--- config.mk ---
export PLATFORM = sky130hd
export DESIGN_NAME = dna_pattern_scanner
export DESIGN_NICKNAME = d
export VERILOG_FILES = /design/src/rtl/dna_scan_pkg.sv /design/src/rtl/dna_window_match.sv /design/src/rtl/dna_pattern_scanner.sv
export SDC_FILE = /design/constraint.sdc
export NUM_CORES = 1
export LEC_CHECK = 0
export BUFFER_PORTS_ARGS = -buffer_cell sky130_fd_sc_hd__buf_2
export CORE_ASPECT_RATIO = 0.5
export CORE_MARGIN = 2
export CORE_UTILIZATION = 45
export DETAILED_ROUTE_END_ITERATION = 8
export GPL_ROUTABILITY_DRIVEN = 0
export HOLD_SLACK_MARGIN = 0.05
export PLACE_DENSITY = 0.64
export SLEW_MARGIN = 20
export SYNTH_ARGS = -nofsm -noshare
export SYNTH_HDL_FRONTEND = slang
export SYNTH_SLANG_ARGS = --single-unit
--- constraint.sdc ---
create_clock -name clock -period 3.6 [get_ports clock]
set_input_delay 0.36 -clock clock [delete_from_list [all_inputs] [get_ports clock]]
set_output_delay 0.36 -clock clock [all_outputs]
set_load 0.01 [all_outputs]
--- src/rtl/dna_scan_pkg.sv ---
// Shared types and default sizing for the DNA pattern scanner.
package dna_scan_pkg;

  typedef enum logic [1:0] {
    NucA = 2'b00,
    NucC = 2'b01,
    NucG = 2'b10,
    NucT = 2'b11
  } nuc_e;

  typedef enum logic [2:0] {
    StIdle,
    StLoadPat,
    StScan,
    StDrain,
    StDone
  } state_e;

  localparam int unsigned DefNucW   = 2;
  localparam int unsigned DefPatLen = 8;
  localparam int unsigned DefAddrW  = 16;
  localparam int unsigned DefCntW   = 8;

endpackage

--- src/rtl/dna_window_match.sv ---
// Sliding nucleotide window and pattern register; flags a match on the shift that completes it.
module dna_window_match #(
  parameter int unsigned NUC_W   = 2,
  parameter int unsigned PAT_LEN = 8
) (
  input  logic             clock,
  input  logic             reset_N,
  input  logic             shift_en,
  input  logic             load_pat,
  input  logic             clear,
  input  logic [NUC_W-1:0] data,
  output logic             match
);

  localparam int unsigned FillW = $clog2(PAT_LEN + 1);

  logic [PAT_LEN-1:0][NUC_W-1:0] win_q;
  logic [PAT_LEN-1:0][NUC_W-1:0] pat_q;
  logic [PAT_LEN-1:0][NUC_W-1:0] win_next;
  logic [FillW-1:0]              fill_q;

  // Element 0 is the newest nucleotide, element PAT_LEN-1 the oldest.
  assign win_next = {win_q[PAT_LEN-2:0], data};

  // Compare against the window as it will be after this shift, so the result
  // can be registered on the same edge that stores the nucleotide.
  assign match = shift_en && (fill_q >= FillW'(PAT_LEN - 1)) && (win_next == pat_q);

  always_ff @(posedge clock) begin
    if (!reset_N) begin
      win_q  <= '0;
      pat_q  <= '0;
      fill_q <= '0;
    end else if (clear) begin
      win_q  <= '0;
      pat_q  <= '0;
      fill_q <= '0;
    end else begin
      if (shift_en) begin
        win_q <= win_next;
        if (fill_q != FillW'(PAT_LEN)) fill_q <= fill_q + FillW'(1);
      end
      if (load_pat) pat_q <= {pat_q[PAT_LEN-2:0], data};
    end
  end

endmodule

--- src/rtl/dna_pattern_scanner.sv ---
// Pattern search over a nucleotide memory: loads the pattern, streams the region and
// reports the first match or counts every (overlapping) match.
module dna_pattern_scanner
  import dna_scan_pkg::*;
#(
  parameter int unsigned NUC_W   = DefNucW,
  parameter int unsigned PAT_LEN = DefPatLen,
  parameter int unsigned ADDR_W  = DefAddrW,
  parameter int unsigned CNT_W   = DefCntW
) (
  input  logic              clock,
  input  logic              reset_N,
  input  logic              ready,
  input  logic              find_all,
  input  logic [ADDR_W-1:0] dna_start,
  input  logic [ADDR_W-1:0] dna_length,
  input  logic [ADDR_W-1:0] pattern_start,
  output logic              mem_rd,
  output logic [ADDR_W-1:0] mem_addr,
  input  logic [NUC_W-1:0]  mem_data,
  output logic              done,
  output logic              found_it,
  output logic              error,
  output logic [ADDR_W-1:0] found_location,
  output logic              match_valid,
  output logic [CNT_W-1:0]  match_count
);

  state_e state_q, state_d;

  logic              find_all_q;
  logic [ADDR_W-1:0] dna_start_q, len_q;
  logic [ADDR_W-1:0] cnt_q, cnt_d;
  logic [ADDR_W-1:0] addr_q, addr_d;
  logic [ADDR_W-1:0] data_addr_q;
  logic              pend_pat_q, pend_dna_q;
  logic              found_q, error_q, match_valid_q;
  logic [ADDR_W-1:0] loc_q;
  logic [CNT_W-1:0]  count_q;

  logic              accept, req_err, rd, shift_en, match;
  logic [ADDR_W:0]   dna_end, pat_end, addr_limit;

  assign accept = ready && ((state_q == StIdle) || (state_q == StDone));

  // One extra bit so region ends exactly at the top of memory are still legal.
  assign dna_end    = {1'b0, dna_start} + {1'b0, dna_length};
  assign pat_end    = {1'b0, pattern_start} + (ADDR_W + 1)'(PAT_LEN);
  assign addr_limit = {1'b1, {ADDR_W{1'b0}}};
  assign req_err    = (dna_length < ADDR_W'(PAT_LEN)) || (dna_end > addr_limit) ||
                      (pat_end > addr_limit);

  // Data returning after the scan is cut short must not reach the window.
  assign shift_en = pend_dna_q && ((state_q == StScan) || (state_q == StDrain));

  dna_window_match #(
    .NUC_W   (NUC_W),
    .PAT_LEN (PAT_LEN)
  ) u_window (
    .clock    (clock),
    .reset_N  (reset_N),
    .shift_en (shift_en),
    .load_pat (pend_pat_q),
    .clear    (accept),
    .data     (mem_data),
    .match    (match)
  );

  always_comb begin
    state_d = state_q;
    cnt_d   = cnt_q;
    addr_d  = addr_q;
    rd      = 1'b0;
    unique case (state_q)
      StIdle, StDone: begin
        if (ready) begin
          if (req_err) begin
            state_d = StDone;
          end else begin
            state_d = StLoadPat;
            cnt_d   = ADDR_W'(PAT_LEN - 1);
            addr_d  = pattern_start;
          end
        end
      end
      StLoadPat: begin
        rd = 1'b1;
        if (cnt_q == '0) begin
          state_d = StScan;
          cnt_d   = len_q - ADDR_W'(1);
          addr_d  = dna_start_q;
        end else begin
          cnt_d  = cnt_q - ADDR_W'(1);
          addr_d = addr_q + ADDR_W'(1);
        end
      end
      StScan: begin
        rd = 1'b1;
        if (cnt_q == '0) begin
          state_d = StDrain;
        end else begin
          cnt_d  = cnt_q - ADDR_W'(1);
          addr_d = addr_q + ADDR_W'(1);
        end
        if (match && !find_all_q) state_d = StDone;
      end
      StDrain: state_d = StDone;
      default: state_d = StIdle;
    endcase
  end

  always_ff @(posedge clock) begin
    if (!reset_N) begin
      state_q       <= StIdle;
      find_all_q    <= 1'b0;
      dna_start_q   <= '0;
      len_q         <= '0;
      cnt_q         <= '0;
      addr_q        <= '0;
      data_addr_q   <= '0;
      pend_pat_q    <= 1'b0;
      pend_dna_q    <= 1'b0;
      found_q       <= 1'b0;
      error_q       <= 1'b0;
      match_valid_q <= 1'b0;
      loc_q         <= '0;
      count_q       <= '0;
    end else begin
      state_q       <= state_d;
      cnt_q         <= cnt_d;
      addr_q        <= addr_d;
      pend_pat_q    <= (state_q == StLoadPat);
      pend_dna_q    <= (state_q == StScan);
      match_valid_q <= match;
      if (rd) data_addr_q <= addr_q;
      if (accept) begin
        find_all_q  <= find_all;
        dna_start_q <= dna_start;
        len_q       <= dna_length;
        found_q     <= 1'b0;
        error_q     <= req_err;
        loc_q       <= '0;
        count_q     <= '0;
      end else if (match) begin
        found_q <= 1'b1;
        loc_q   <= data_addr_q - ADDR_W'(PAT_LEN - 1);
        if (count_q != {CNT_W{1'b1}}) count_q <= count_q + CNT_W'(1);
      end
    end
  end

  assign mem_rd         = rd;
  assign mem_addr       = addr_q;
  assign done           = (state_q == StDone);
  assign found_it       = found_q;
  assign error          = error_q;
  assign found_location = loc_q;
  assign match_valid    = match_valid_q;
  assign match_count    = count_q;

endmodule

# ---- Yosys cells after proc, flatten, opt, wreduce, memory -nomap -nowiden
# Index checks and enable logic that the tools add are counted.
dict set report classes {
  n_bitwise 1
  div 0
  mux 17
  n_addsub 8
  shifts 0
  eq_ne 12
  mul 0
  n_lt_le_gt_ge 4
  reduce_logical 20
}
# operator n
set ops {}
lappend ops {{16-bit 2-to-1 mux} 8}
lappend ops {{16-bit one-hot mux with 3 select lines} 2}
lappend ops {{17-bit greater-than comparator, second input constant} 2}
lappend ops {{16-bit by 1-bit subtractor with 16-bit output, second input constant} 2}
lappend ops {{16-bit by 16-bit adder with 17-bit output} 1}
lappend ops {{16-bit by 4-bit adder with 17-bit output, second input constant} 1}
lappend ops {{16-bit by 1-bit adder with 16-bit output, second input constant} 1}
lappend ops {{16-bit equality test} 1}
lappend ops {{16-bit logical NOT} 1}
lappend ops {{16-bit by 4-bit < comparator with 1-bit output, second input constant} 1}
lappend ops {{16-bit by 3-bit subtractor with 16-bit output, second input constant} 1}
lappend ops {{3-bit 2-to-1 mux} 5}
lappend ops {{3-bit one-hot mux with 4 select lines} 1}
lappend ops {{8-bit by 1-bit adder with 8-bit output, second input constant} 1}
lappend ops {{2-bit != test, second input constant} 4}
lappend ops {{8-bit != test, second input constant} 1}
lappend ops {{3-bit by 2-bit equality test with 1-bit output, second input constant} 2}
lappend ops {{2-bit OR reduction} 3}
lappend ops {{1-bit logical AND} 5}
lappend ops {{4-bit by 1-bit adder with 4-bit output, second input constant} 1}
lappend ops {{4-bit by 3-bit greater-or-equal comparator with 1-bit output, second input constant} 1}
lappend ops {{1-bit logical OR} 4}
lappend ops {{4-bit != test, second input constant} 1}
lappend ops {{2-bit AND reduction} 2}
lappend ops {{other kinds (10)} 10}
dict set report totals {
  mem_count 0
  mem_bits_rw 0
  romBits 0
  wordCells 92
  register_bits 147
  input_bits 54
  latch_bits 0
  output_inout_bits 45
}

# ---- Depth between registers and ports, before layout
dict set report logic_depth {
  word_depth 8
  mapped_depth 12
  depth_no_buf 11
}

# ---- By module
# A second synthesis with hierarchy kept.
dict set report unflattened {
  hier_cells 1027
  hier_area_um2 8162.8
}
# module cells_per_inst area_each_um2 instances seq_area_each_um2
set by_module_without_submodules {}
lappend by_module_without_submodules {dna_pattern_scanner 884 6729.0 1 2262.2}
lappend by_module_without_submodules {dna_window_match 143 1433.9 1 680.7}

# ---- Least setup slack after synthesis
# Ideal clock, no wire load.
dict set report synth_timing {
  kind {in2reg}
  startpoint {input dna_start[0]}
  endpoint {register addr_q[9], in the netlist mem_addr[9]}
  path_buffers 1
  required_ns 3.542
  setup_time_ns 0.058
  setup_slack_ns 0.340
  arrival_ns 3.202
  cell_stages 12
  path_cell_list {ha_1 fa_1 a211o_1 a211oi_2 o21ai_1 a31o_1 a221o_1 or2_1 o21ai_4 buf_4 mux2_2 nand2_1}
}
dict set report synth_between {
  elab_chain_len 6
}
# item line_no
set synth_rtl {}
lappend synth_rtl {{start: declaration} dna_pattern_scanner.sv:15} ;# input logic [ADDR_W-1:0] dna_start,
lappend synth_rtl {{16-bit by 16-bit adder with 17-bit output} dna_pattern_scanner.sv:47} ;# assign dna_end = {1'b0, dna_start} + {1'b0, dna_length};
lappend synth_rtl {{17-bit greater-than comparator} dna_pattern_scanner.sv:50} ;# assign req_err = (dna_length < ADDR_W'(PAT_LEN)) || (dna_end > addr_limit) ||
lappend synth_rtl {{1-bit logical OR (2 in series)} dna_pattern_scanner.sv:50}
lappend synth_rtl {{2-bit != test (no source line)} -}
lappend synth_rtl {{4-bit AND reduction (no source line)} -}
lappend synth_rtl {{end signal: assignment} dna_pattern_scanner.sv:131} ;# addr_q <= addr_d;
lappend synth_rtl {{end: declaration} dna_pattern_scanner.sv:34} ;# logic [ADDR_W-1:0] addr_q, addr_d;
# Every way passes these cells.
# A chain may end at the register's enable or synchronous reset.

# ---- Worst setup path in the final report
dict set report layout_timing {
  startpoint {register cnt_q[0]}
  endpoint {register cnt_q[10]}
}
dict set report layout_between {
  elab_chain_len 3
  elab_cells_between_ends 7
  classes_between {add/sub (1); eq/ne (1); mux (3); reduce/logical (2)}
}
# item line_no
set layout_rtl {}
lappend layout_rtl {{start: declaration} dna_pattern_scanner.sv:33} ;# logic [ADDR_W-1:0] cnt_q, cnt_d;
lappend layout_rtl {{start signal: assignment} dna_pattern_scanner.sv:130} ;# cnt_q <= cnt_d;
lappend layout_rtl {{16-bit by 1-bit subtractor with 16-bit output / 16-bit logical NOT (equally long branches)} -}
lappend layout_rtl {{16-bit 2-to-1 mux (tied with other cells)} dna_pattern_scanner.sv:99} ;# if (cnt_q == '0) begin
lappend layout_rtl {{16-bit one-hot mux with 3 select lines / 4-bit AND reduction (equally long branches)} -}
# Parallel ways exist; a longest one is shown, timed or not. The select of a mux whose other input is x is not followed.

==> impl_metrics.yaml <==
timing:
  slew-limit-headroom: 0.383
  setup_slack_ps: 436
  worst_slew_pin_slew_ps: 924
  timing.fmax_ghz: 0.316
  tns_ps: 0
  clock_skew_ps: 9.41
  finalSetupViolCount: 0
  rsz0062_at_grt: "no"
  min_period_over_period: 0.879
  drv_slew: 0
  hold_viol_final: 0
  finalCriticalPeriod_ps: 3160
critical_path:
  end_kind: "register"
  required_ps: 3980
  crit_fanout: 24
  r2r_end: "cnt_q[10]"
  startpoint: "cnt_q[0]"
  reg2reg_slack_ps: 440
  endpoint: "cnt_q[10]"
  worstSetupPathType: "reg2reg"
  start_kind: "register"
  cp.arrival_ps: 3550
  reg2reg_from: "cnt_q[0]"
  reg2reg_depth: 9
clock_network:
  clockBufferDepth: 2
  cts_setup_buffers: 0
  clkTransAtPathRegs_ps: 70
  h-tree-depth: 4
  root_buffer: "clkbuf_16"
  cts_sinks: 147
  cts.repair.resized: 0
  cts_tree: "built"
  cts_hold_buf: 0
  cts_buffers: 17
  worst_skew_pair.late_latency_ps: 430
final_layout:
  nets: 1240
  drive_above_1_share: 0.160
  num_antenna_cells: 0
  area_delta_synth_final_pct: 16.5
global_routing:
  grt_max_degree: 60
  grt_usage: 0.259
  grt-ovfl-total: 0
  antenna_found_initial: 0
  first_global_vias: 7746
  grt_pass1_wl_um: 40500
synthesis:
  yosysTopAreaCell: "dfxtp_1"
  syn-cell-area_um2: 8350
  avgSynthCellArea_um2: 7.78
  yosysWarnings: 0
  synth-edff-count: 0
  synth_top_area_share: 0.353
  yosysSeqAreaShare: 0.353
  synth_ff_type: "dfxtp_1"
  synthTopCellsByArea: "dfxtp_1 (35%), nand2_1 (9.0%), a21oi_1 (6.8%)"
  synth.most_common_cell: "nand2_1"
  ys_types: 88
  synth-async-reset-ratio: 0
  synthTopCellsByCount: "nand2_1 (200), dfxtp_1 (147), a21oi_1 (113)"
  synth_nets: 1151
  synth-seq-cells: 147
  syn-instance-count: 1072
floorplan:
  start_util: 0.456
  core_um2: 18300
  die_h_um: 100
  die_w_um: 197
  placementRows: 35
  ioPinCount: 99
  dieArea_um2: 19700
routing:
  via_count: 8326
  highest_layer: "met4"
  viasPerCell: 5.89
  dr_wl_met2_um: 11000
  dr.first_iter.drc_count: 720
  drc: 0
  drtAntennaViolNets: 0
  firstDrtPassIters: 5
  wl_per_cell_um: 17.7
  wl_met1_um: 11300
  wl_met3_um: 2220
  wl_um: 25000
min_path:
  holdCritPathClass: "in2reg"
  min_from: "dna_start[12]"
pwr:
  p_int_uw: 4050
  seqPwrFrac: 0.321
  power_switching_share: 0.414
  clkPwrFrac: 0.270
  max-vdd-ir-drop_v: 0.000476
  comb_power_share: 0.409
  power_density_nw_per_um2: 710
  p_sw_uw: 2860
  p_leak_uw: 0.00400
outcome:
  status: "finished clean"
placement:
  hpwl_um: 18500
  preCtsSetupSlack_ps: 23.8
  port_buffers: 98
run:
  maxCapViolCount: 0
## routing by layer
metal,vias up,track usage
met5,-,0
met4,0,0.0839
met3,52,0.0534
met2,376,0.408
met1,3878,0.358
li1,4020,-
## critical path: stages (launching register included)
cell and delay, ps:
dfxtp_1 330, inv_1 120, ha_1 220, or4b_1 510, nor4b_2 360, nand2_2 210
nand2_1 300, nand2_1 160, nor2_4 600, o221a_2 300
## layout make-up
cell class | count | area [um^2]
well taps | 240 | 300
clock buffers | 18 | 439
clock inverters | 14 | 175
inverters | 15 | 56.3
repair buffers | 124 | 686
multi-input cells | 856 | 5130
flip-flops and latches | 147 | 2940
fillers | 1775 | 8580
## power groups by stage
stage               logic [uW]  registers, uW  clock network (uW)
floorplan                 2010           2110                   0
finish                    2820           2220                1870
global route              3120           2240                1950
detailed placement        2750           2240                   0
global placement          2720           2230                   0
CTS                       2780           2200                1890
## worst min-delay path by stage
stage / end / slack, ps / cells past startpoint
2_1_floorplan: dna_start_q[12] / 430 / 2
3_3_place_gp: found_it / 440 / 2
3_5_place_dp: found_it / 450 / 2
4_1_cts: dna_start_q[12] / 180 / 3
5_1_grt: len_q[0] / 190 / 3
6_report: dna_start_q[12] / 190 / 3
## per-stage QoR
| stage | total power, uW | cell area, um^2 | hold WS [ps] | util | std cells |
|---|---|---|---|---|---|
| floorplan | 4120 | 8350 | 433 | - | 1072 |
| CTS | 6870 | 9730 | 175 | 0.531 | 1414 |
| global placement | 4950 | 9110 | 443 | 0.498 | 1382 |
| detailed placement | 4990 | 9110 | 452 | 0.498 | 1382 |
| finish | 6900 | 9730 | 188 | 0.531 | 1414 |
| global route | 7320 | 9730 | 194 | 0.531 | 1414 |
## cell usage in the layout, fill, tap and decap left out, types with 26 or more instances in the layout
cell     synthesis  routed
a21oi_1        113     113
buf_2            1      98
buf_4            1      26
dfxtp_1        147     147
nand2_1        200     199
nand3_1         29      29
nor2_1         109     108
nor3_1          32      31
o21ai_0         39      39
xnor2_1         28      28
xor2_1          37      37
## logic make-up (layout without fill, tap and decap cells)
kind of cell / count (synthesis) / after routing / synth area share
AOI/OAI and AO/OA: 263 / 263 / 0.209
xor gates and xnor gates: 65 / 65 / 0.0682
adders and majority gates: 25 / 25 / 0.0384
buffers and inverters: 69 / 171 / 0.0343
DFF: 147 / 147 / 0.353
muxes: 27 / 27 / 0.0328
and+or+nand+nor: 476 / 476 / 0.264
## sequential cells by signal, indices dropped and copies added (netlist names)
signal	cells
cnt_q	16
data_addr_q	16
dna_start_q	16
error	1
find_all_q	1
found_it	1
found_location	16
len_q	16
match_count	8
match_valid	1
mem_addr	16
pend_dna_q	1
pend_pat_q	1
state_q	3
u_window.fill_q	4
u_window.pat_q	16
u_window.win_next	14
Note: power is estimated with default switching activity, not from simulation.
